==> src/rtl/xnor_pkg.sv <==
// xnor_pkg: shared constants and helpers for the xnor descrambler.
// Holds the word width, the LFSR tap positions (x^6+x^5+1), the safe
// non-zero seed, and helpers for the LFSR step and zero-seed replacement.
package xnor_pkg;
  localparam int W = 6;
  localparam int TAP_HI = 5;
  localparam int TAP_LO = 4;
  localparam logic [W-1:0] SAFE_SEED = 6'h01;
  typedef logic [W-1:0] word_t;
  function automatic word_t lfsr_next(input word_t k);
    return {k[W-2:0], k[TAP_HI] ^ k[TAP_LO]};
  endfunction
  // An all-zero state would lock the LFSR, so zero maps to the safe seed.
  function automatic word_t safe_seed(input word_t s);
    return (s == '0) ? SAFE_SEED : s;
  endfunction
endpackage

==> src/rtl/xnor_lfsr6.sv <==
// xnor_lfsr6: 6-bit Fibonacci LFSR key generator.
// Ports: clk, rst_n (async active-low), advance (step once), load (take
// load_val, overriding advance), load_val (new seed), key (current key).
module xnor_lfsr6
  import xnor_pkg::*;
#(
  parameter logic [5:0] SEED_RST = 6'h2A
) (
  input  logic         clk,
  input  logic         rst_n,
  input  logic         advance,
  input  logic         load,
  input  logic [W-1:0] load_val,
  output logic [W-1:0] key
);
  word_t key_q, key_d;
  always_comb key_d = load ? safe_seed(load_val) : advance ? lfsr_next(key_q) : key_q;
  always_ff @(posedge clk or negedge rst_n)
    if (!rst_n) key_q <= safe_seed(SEED_RST);
    else key_q <= key_d;
  assign key = key_q;
endmodule

==> src/rtl/xnor_descrambler.sv <==
// xnor_descrambler: valid/ready XNOR descrambler with a single output register.
// Ports: clk, rst_n (async active-low), in_valid/in_ready/in_data (upstream),
// seed_load/seed (key reload strobe), out_valid/out_ready/out_data (downstream).
// Macro XNOR_DESCRAMBLER_BYPASS_EN adds input bypass: accepted words pass
// through unchanged and the key holds.
module xnor_descrambler
  import xnor_pkg::*;
#(
  parameter logic [5:0] SEED_RST = 6'h2A
) (
  input  logic         clk,
  input  logic         rst_n,
  input  logic         in_valid,
  output logic         in_ready,
  input  logic [W-1:0] in_data,
  input  logic         seed_load,
  input  logic [W-1:0] seed,
`ifdef XNOR_DESCRAMBLER_BYPASS_EN
  input  logic         bypass,
`endif
  output logic         out_valid,
  input  logic         out_ready,
  output logic [W-1:0] out_data
);
  logic  out_valid_q, out_valid_d;
  word_t out_data_q, out_data_d;
  word_t key;
  logic  accept, byp;
`ifdef XNOR_DESCRAMBLER_BYPASS_EN
  assign byp = bypass;
`else
  assign byp = 1'b0;
`endif
  assign in_ready = !out_valid_q || out_ready;
  assign accept = in_valid && in_ready;
  // A new accept refills the register even when the old word leaves this cycle.
  always_comb begin
    out_valid_d = accept ? 1'b1 : out_ready ? 1'b0 : out_valid_q;
    out_data_d = accept ? (byp ? in_data : ~(in_data ^ key)) : out_data_q;
  end
  always_ff @(posedge clk or negedge rst_n)
    if (!rst_n) begin
      out_valid_q <= 1'b0;
      out_data_q <= '0;
    end else begin
      out_valid_q <= out_valid_d;
      out_data_q <= out_data_d;
    end
  xnor_lfsr6 #(.SEED_RST(SEED_RST)) u_lfsr (
    .clk(clk),
    .rst_n(rst_n),
    .advance(accept && !byp),
    .load(seed_load),
    .load_val(seed),
    .key(key)
  );
  assign out_valid = out_valid_q;
  assign out_data = out_data_q;
endmodule

==> config.mk <==
export PLATFORM = sky130hd
export DESIGN_NAME = xnor_descrambler
export DESIGN_NICKNAME = d
export VERILOG_FILES = /design/src/rtl/xnor_pkg.sv /design/src/rtl/xnor_lfsr6.sv /design/src/rtl/xnor_descrambler.sv
export SDC_FILE = /design/constraint.sdc
export NUM_CORES = 1
export LEC_CHECK = 0
export CORE_MARGIN = 5
export CORE_UTILIZATION = 38
export DETAILED_ROUTE_END_ITERATION = 12
export GPL_TIMING_DRIVEN = 0
export PLACE_DENSITY = 0.73
export RECOVER_POWER = 25
export SKIP_CTS_REPAIR_TIMING = 1
export SYNTH_ARGS = -nofsm -noshare
export SYNTH_HDL_FRONTEND = slang
export SYNTH_HIERARCHICAL = 1
export SYNTH_SLANG_ARGS = --single-unit
export TNS_END_PERCENT = 1
==> constraint.sdc <==
create_clock -name clk -period 1.1 [get_ports clk]
set_input_delay 0.22 -clock clk [delete_from_list [all_inputs] [get_ports clk]]
set_output_delay 0.22 -clock clk [all_outputs]
set_load 0.005 [all_outputs]
==> results of run 1 <==
==> worst max-delay path by stage <==
stage | start | to | cells after the start
finish | out_valid$_DFFE_PN0P_ | u_lfsr/key[4]$_DFFE_PN0P_ | 6
CTS | out_ready | in_ready | 3
floorplan | out_valid$_DFFE_PN0P_ | u_lfsr/key[0]$_DFFE_PN0P_ | 6
detailed placement | out_ready | in_ready | 3
global route | out_valid$_DFFE_PN0P_ | u_lfsr/key[4]$_DFFE_PN0P_ | 6
global placement | out_ready | in_ready | 3
==> through the flow <==
stage,cells,hold WS (ns)
floorplan,52,-0.0756
global placement,93,0.496
detailed placement,93,0.494
CTS,97,0.326
global route,97,0.327
finish,97,0.316
==> layer usage <==
metal  share of wire  vias to the layer above
met3            0.12                        2
li1                -                      232
met2            0.47                       20
met5               0                        -
met4           0.013                        0
met1            0.40                      205
==> layout make-up <==
class | count | area (um^2) | area share
sequential | 13 | 329 | 0.332
multi-input combinational | 36 | 320 | 0.323
timing repair buffer | 24 | 265 | 0.268
clock buffer | 4 | 26.3 | 0.0265
tap | 17 | 21.3 | 0.0215
buffer | 2 | 20.0 | 0.0202
inverter | 1 | 8.76 | 0.00884
==> power groups by stage <==
stage	Combinational (W)	Clock [W]	Sequential (W)
finish	0.000411	0.000286	0.000632
global route	0.000445	0.000323	0.000645
CTS	0.000433	0.000298	0.000637
detailed placement	0.000431	0	0.000647
global placement	0.000421	0	0.000643
floorplan	0.000202	0	0.000642
==> cell usage in the layout (no fill, tap or decap), drive strengths merged, types with 2 or more instances in the layout <==
cell	n
buf	2
clkbuf	4
clkdlybuf4s50	13
dfrtp	10
dfstp	3
dlymetal6s2s	10
mux2	6
mux2i	7
nand2	6
o21ai	5
xnor2	6
==> logic make-up after synthesis <==
group,count (synthesis),synth area share
and+or+nand+nor,10,0.0909
buffers and inverters,3,0.0303
muxes,13,0.242
DFF,13,0.498
AOI/OAI and AO/OA,6,0.0454
xor gates and xnor gates,7,0.0928
==> flip-flops by register name (all words and copies together), names as in the netlist <==
name and count:
u_lfsr/key 6, out_data 6, out_valid 1
==> run summary, run 1 <==
status -> complete, but fails checks
failing checks -> negative setup slack
max_slew headroom -> 0.627
Initial Util -> 0.391
dpl ws -> -0.462 ns
initial DRC count -> 0
skew final -> 0.00225 ns
max capacitance violation total -> 0
clock network power share -> 0.215
endpoints failing hold -> 0
Antenna Cells -> 0
Cells after Synth -> 52
net switching power -> 0.000332 W
Area contributors post-synth -> dfrtp_1 38%, mux2_4 14%, dfstp_2 12%
Die Height -> 51.7 um
Net count, final -> 98
setup ws final -> -0.0937 ns
cell taking the most area after synthesis -> dfrtp_1
CP required -> 1.24 ns
Worst Path Max Fanout -> 7
Power Internal -> 0.000997 W
most frequent cell after synthesis -> dfrtp_1
Seq/Total Area, Yosys -> 0.498
routing usage on met2 -> 0.167
most frequent cells after synthesis -> 10 x dfrtp_1, 7 x mux2i_1, 6 x mux2_4, 6 x xnor2_1
clk sinks -> 13
CTS Buf Count -> 3
row count -> 15
CTS max path bufs -> 2
Final Max Slew Viols -> 0
Total GRT Usage -> 0.105
total grt overflow -> 0
worst r2r src -> out_valid$_DFFE_PN0P_
met1 Use GR -> 0.121
crit-path leading delay family -> flip-flops
EDFF count, synth -> 0
vias in the first global route -> 483
data arrival time of the critical path -> 1.34 ns
initial antenna violation count -> 0
synthesis-to-layout area growth -> 50.0%
Port Buffers -> 24
reg2reg setup slack -> -0.09 ns
FF-to-FF path depth -> 6
Clock transition at path regs -> 0.08 ns
Setup Total Neg Slack -> -0.318 ns
layout cells sized above 1 -> 0.213
hold path cells -> 2
Core Region -> 1690 um^2
synthesized area -> 661 um^2
CTS Root Cell -> clkbuf_4
Critical Path Max Stage Delay -> 0.41 ns
startpoint types -> flip-flop
Top FF cell, synth -> dfrtp_1
ys async rst share -> 1.00
HP Start -> in_valid
cell area after layout -> 991 um^2
Pwr Total -> 0.00133 W
syn nets -> 69
remaining antenna violation count after routing -> 0
power per cell area -> 1340 nW/um^2
final core utilization -> 0.587
VDD IR max -> 0.478 mV
sequential share of power -> 0.476
syn avg cell area -> 12.7 um^2
combinational share of power -> 0.309
Final setup viols -> 7
maximum clock frequency -> 838 MHz
WL final -> 1250 um
most crowded layer after global routing -> met2
LEAKAGE -> 0.501 nW
wire per inst -> 12.9 um
synthesis-stage register bit count -> 13
Clk Latency, worst-skew pair -> 0.27 ns
crit-path cells -> nand2b_4, nand2_8, clkinv_4, buf_8, mux2i_1, o21ai_0
# DRC -> 0
HPWL Detailed -> 1020 um
GR Layer Usage met3 -> 0.0344
Hold WC Path Type -> in2reg
CTS tree -> built
die area -> 2670 um^2
Final min period -> 1.19 ns
top cell type's share of synthesized area -> 0.379
Slowest cell on crit path -> dfrtp_1
first-pass GRT wire length -> 2060 um
kind of end point of the critical path -> flip-flop
vias per std cell -> 4.73
Hold Crit Endpoint -> out_valid$_DFFE_PN0P_
via count -> 459
Clock H-tree levels -> 1
DR pass1 iterations -> 1
pin count of the biggest net entering global routing -> 14
Slew @ Worst Pin -> 0.558 ns
Sw Ratio -> 0.250
period utilisation layout -> 1.09
Worst Path Class, Setup -> reg2reg
Syn. warnings -> 6
Die X -> 51.7 um
RSZ-0062 raised after global routing -> true
Worst Path Buf+Inv -> 2
Synth cell types -> 17
GP Congestion -> 0.691
Fillers -> 155
placed cell areas -> 931 um^2
io pins -> 25
FF-to-FF End -> u_lfsr/key[4]$_DFFE_PN0P_
(Power assumes the default switching activity.)
==> run 2: changes to the inputs <==
--- a/config.mk
+++ b/config.mk
@@ -5,11 +5,10 @@
 export SDC_FILE = /design/constraint.sdc
 export NUM_CORES = 1
 export LEC_CHECK = 0
-export CORE_MARGIN = 5
-export CORE_UTILIZATION = 38
+export CORE_UTILIZATION = 42
 export DETAILED_ROUTE_END_ITERATION = 12
 export GPL_TIMING_DRIVEN = 0
-export PLACE_DENSITY = 0.73
+export PLACE_DENSITY = 0.77
 export RECOVER_POWER = 25
 export SKIP_CTS_REPAIR_TIMING = 1
 export SYNTH_ARGS = -nofsm -noshare
==> constraint.sdc (replaced) <==
create_clock -name clk -period 1.2 [get_ports clk]
set_input_delay 0.24 -clock clk [delete_from_list [all_inputs] [get_ports clk]]
set_output_delay 0.24 -clock clk [all_outputs]
set_load 0.005 [all_outputs]
==> run 2 against run 1 <==
Effect of this change: the flow still finishes with violations (negative setup slack); count of clock-buffer cells in the layout unchanged; non-clock buffer count increased by 4; die area shrank 35%; sequential cell count unchanged.
==> run summary, run 2 (synthesis results as in run 1) <==
status -> complete, but fails checks
failing checks -> negative setup slack
Sw Ratio -> 0.248 (-0.00196)
CTS Buf Count -> 3 (unchanged)
Clk Latency, worst-skew pair -> 0.26 ns (about the same)
Worst Path Max Fanout -> 7 (unchanged)
CTS max path bufs -> 2 (unchanged)
commonest non-fill, non-tap cell in the layout -> clkdlybuf4s50_1
clk sinks -> 13 (unchanged)
Power Internal -> 0.000947 W (-5.1%)
CTS tree -> built
CTS Root Cell -> clkbuf_4
kind of end point of the critical path -> flip-flop
setup ws final -> -0.0822 ns (+0.0116 ns)
LEAKAGE -> 0.503 nW (+0.34%)
WL final -> 1220 um (-2.7%)
Slew @ Worst Pin -> 0.585 ns (+0.0270 ns)
Port Buffers -> 24 (unchanged)
placed cell areas -> 920 um^2 (-1.2%)
row count -> 13 (-2)
pin count of the biggest net entering global routing -> 14 (unchanged)
initial DRC count -> 3 (+3)
Finished Layout Cells -> 99 (+2.1%)
period utilisation layout -> 1.07 (-0.0167)
GP Congestion -> 0.723 (+4.6%)
max layer used -> met3
DR pass1 iterations -> 3 (+2)
synthesis-to-layout area growth -> 52.7%
Initial Util -> 0.478 (+0.0867)
Die Height -> 41.7 um (-19%)
vias per std cell -> 4.81 (+1.6%)
Final Max Slew Viols -> 0 (unchanged)
# DRC -> 0 (unchanged)
VDD IR max -> 0.744 mV (+56%)
wire per inst -> 12.3 um (-4.7%)
Worst Path Class, Setup -> reg2reg
cell area after layout -> 1010 um^2 (+1.8%)
io pins -> 25 (unchanged)
Final min period -> 1.28 ns (+0.0884 ns)
most frequent cells in the layout -> 15 x clkdlybuf4s50_1, 10 x dfrtp_1, 8 x dlymetal6s2s_1
Hold WC Path Type -> in2async
first-pass GRT wire length -> 1990 um (-3.4%)
met1 wire length -> 512 um (+2.4%)
Net count, final -> 102 (+4.1%)
power per cell area -> 1250 nW/um^2 (-7.0%)
Antenna Cells -> 0 (unchanged)
Clock transition at path regs -> 0.08 ns (about the same)
vias in the first global route -> 448 (-7.2%)
reg2reg setup slack -> -0.08 ns (about the same)
combinational share of power -> 0.331 (+0.022)
initial antenna violation count -> 0 (unchanged)
RSZ-0062 raised after global routing -> true
die area -> 1740 um^2 (-35%)
met2 wire len -> 626 um (+7.4%)
via count -> 476 (+3.7%)
WL met3 -> 77 um (-49%)
skew final -> 0.00459 ns (+0.00234 ns)
remaining antenna violation count after routing -> 0 (unchanged)
Final setup viols -> 7 (unchanged)
hold_ws -> 0.409 ns (+0.0936 ns)
total grt overflow -> 0 (unchanged)
max_slew headroom -> 0.609 (-0.0181)
HPWL Detailed -> 865 um (-16%)
Setup Total Neg Slack -> -0.321 ns (-0.00354 ns)
Clock H-tree levels -> 1 (unchanged)
CP required -> 1.36 ns (+0.12 ns)
startpoint types -> flip-flop
maximum clock frequency -> 780 MHz (-6.9%)
sequential share of power -> 0.462 (-0.014)
Cells after DPL -> 91 (-2.2%)
layout cells sized above 1 -> 0.250 (+0.0375)
endpoints failing hold -> 0 (unchanged)
clock network power share -> 0.207 (-0.008)
data arrival time of the critical path -> 1.44 ns (+0.10 ns)
Die X -> 41.7 um (-19%)
Core Region -> 1380 um^2 (-18%)
Total GRT Usage -> 0.150 (+0.0444)
max capacitance violation total -> 0 (unchanged)
net switching power -> 0.000312 W (-6.1%)
==> run 2: cell types whose count changed in the layout (fill, tap and decap cells not counted), sizes merged <==
| cell | delta |
|---|---|
| buf | +4 |
| clkdlybuf4s50 | +2 |
| clkinv | -1 |
| dlymetal6s2s | -2 |
| inv | +1 |
==> run 2: final cells by class <==
type / instances / area [um^2]
fillers: 100 / 374
clock buffers: 4 / 26.3
multi-input cells: 36 / 320
inverters: 1 / 3.75
plain buffers: 2 / 16.3
well taps: 15 / 18.8
flip-flops and latches: 13 / 329
repair buffers: 28 / 294
==> run 2: metrics by stage <==
step / setup slack, ns / power [W] / utilization
floorplan: 0.0590 / 0.000770 / -
global placement: -0.366 / 0.000967 / 0.665
detailed placement: -0.366 / 0.000977 / 0.665
CTS: -0.365 / 0.00124 / 0.684
global route: -0.154 / 0.00134 / 0.729
finish: -0.0822 / 0.00126 / 0.729
==> run 2: critical path: stages (launching register included) <==
cell and delay (ns):
dfrtp_1 0.39, buf_6 0.12, nand2b_4 0.09, nand2_8 0.08, inv_2 0.07, buf_6 0.12, mux2i_1 0.22, o21ai_1 0.07
==> run 2: path summary, 6_finish.rpt <==
kind | from | cells after the start | end
worst max-delay path | out_valid$_DFFE_PN0P_ | 7 | u_lfsr/key[4]$_DFFE_PN0P_
worst min-delay path | rst_n | 1 | out_data[0]$_DFFE_PN0P_
worst max register to register | out_valid$_DFFE_PN0P_ | 7 | u_lfsr/key[4]$_DFFE_PN0P_
worst min register to register | out_data[2]$_DFFE_PN0P_ | 1 | out_data[2]$_DFFE_PN0P_
max in group asynchronous | rst_n | 1 | u_lfsr/key[0]$_DFFE_PN0P_
min in group clk | out_data[2]$_DFFE_PN0P_ | 1 | out_data[2]$_DFFE_PN0P_
==> run 2: per-layer routing <==
metal	vias to the layer above	global-route usage
met3	0	0.0348
met1	215	0.200
met4	0	0.0774
met2	19	0.225
met5	-	0
li1	242	-
==> run 2: power by group through the flow <==
| stage | Sequential (W) | Clock, W | Combinational [W] |
|---|---|---|---|
| 3_3_place_gp | 0.000589 | 0 | 0.000378 |
| 2_1_floorplan | 0.000588 | 0 | 0.000181 |
| 6_report | 0.000582 | 0.000260 | 0.000417 |
| 3_5_place_dp | 0.000593 | 0 | 0.000384 |
| 5_1_grt | 0.000591 | 0.000296 | 0.000448 |
| 4_1_cts | 0.000585 | 0.000273 | 0.000385 |
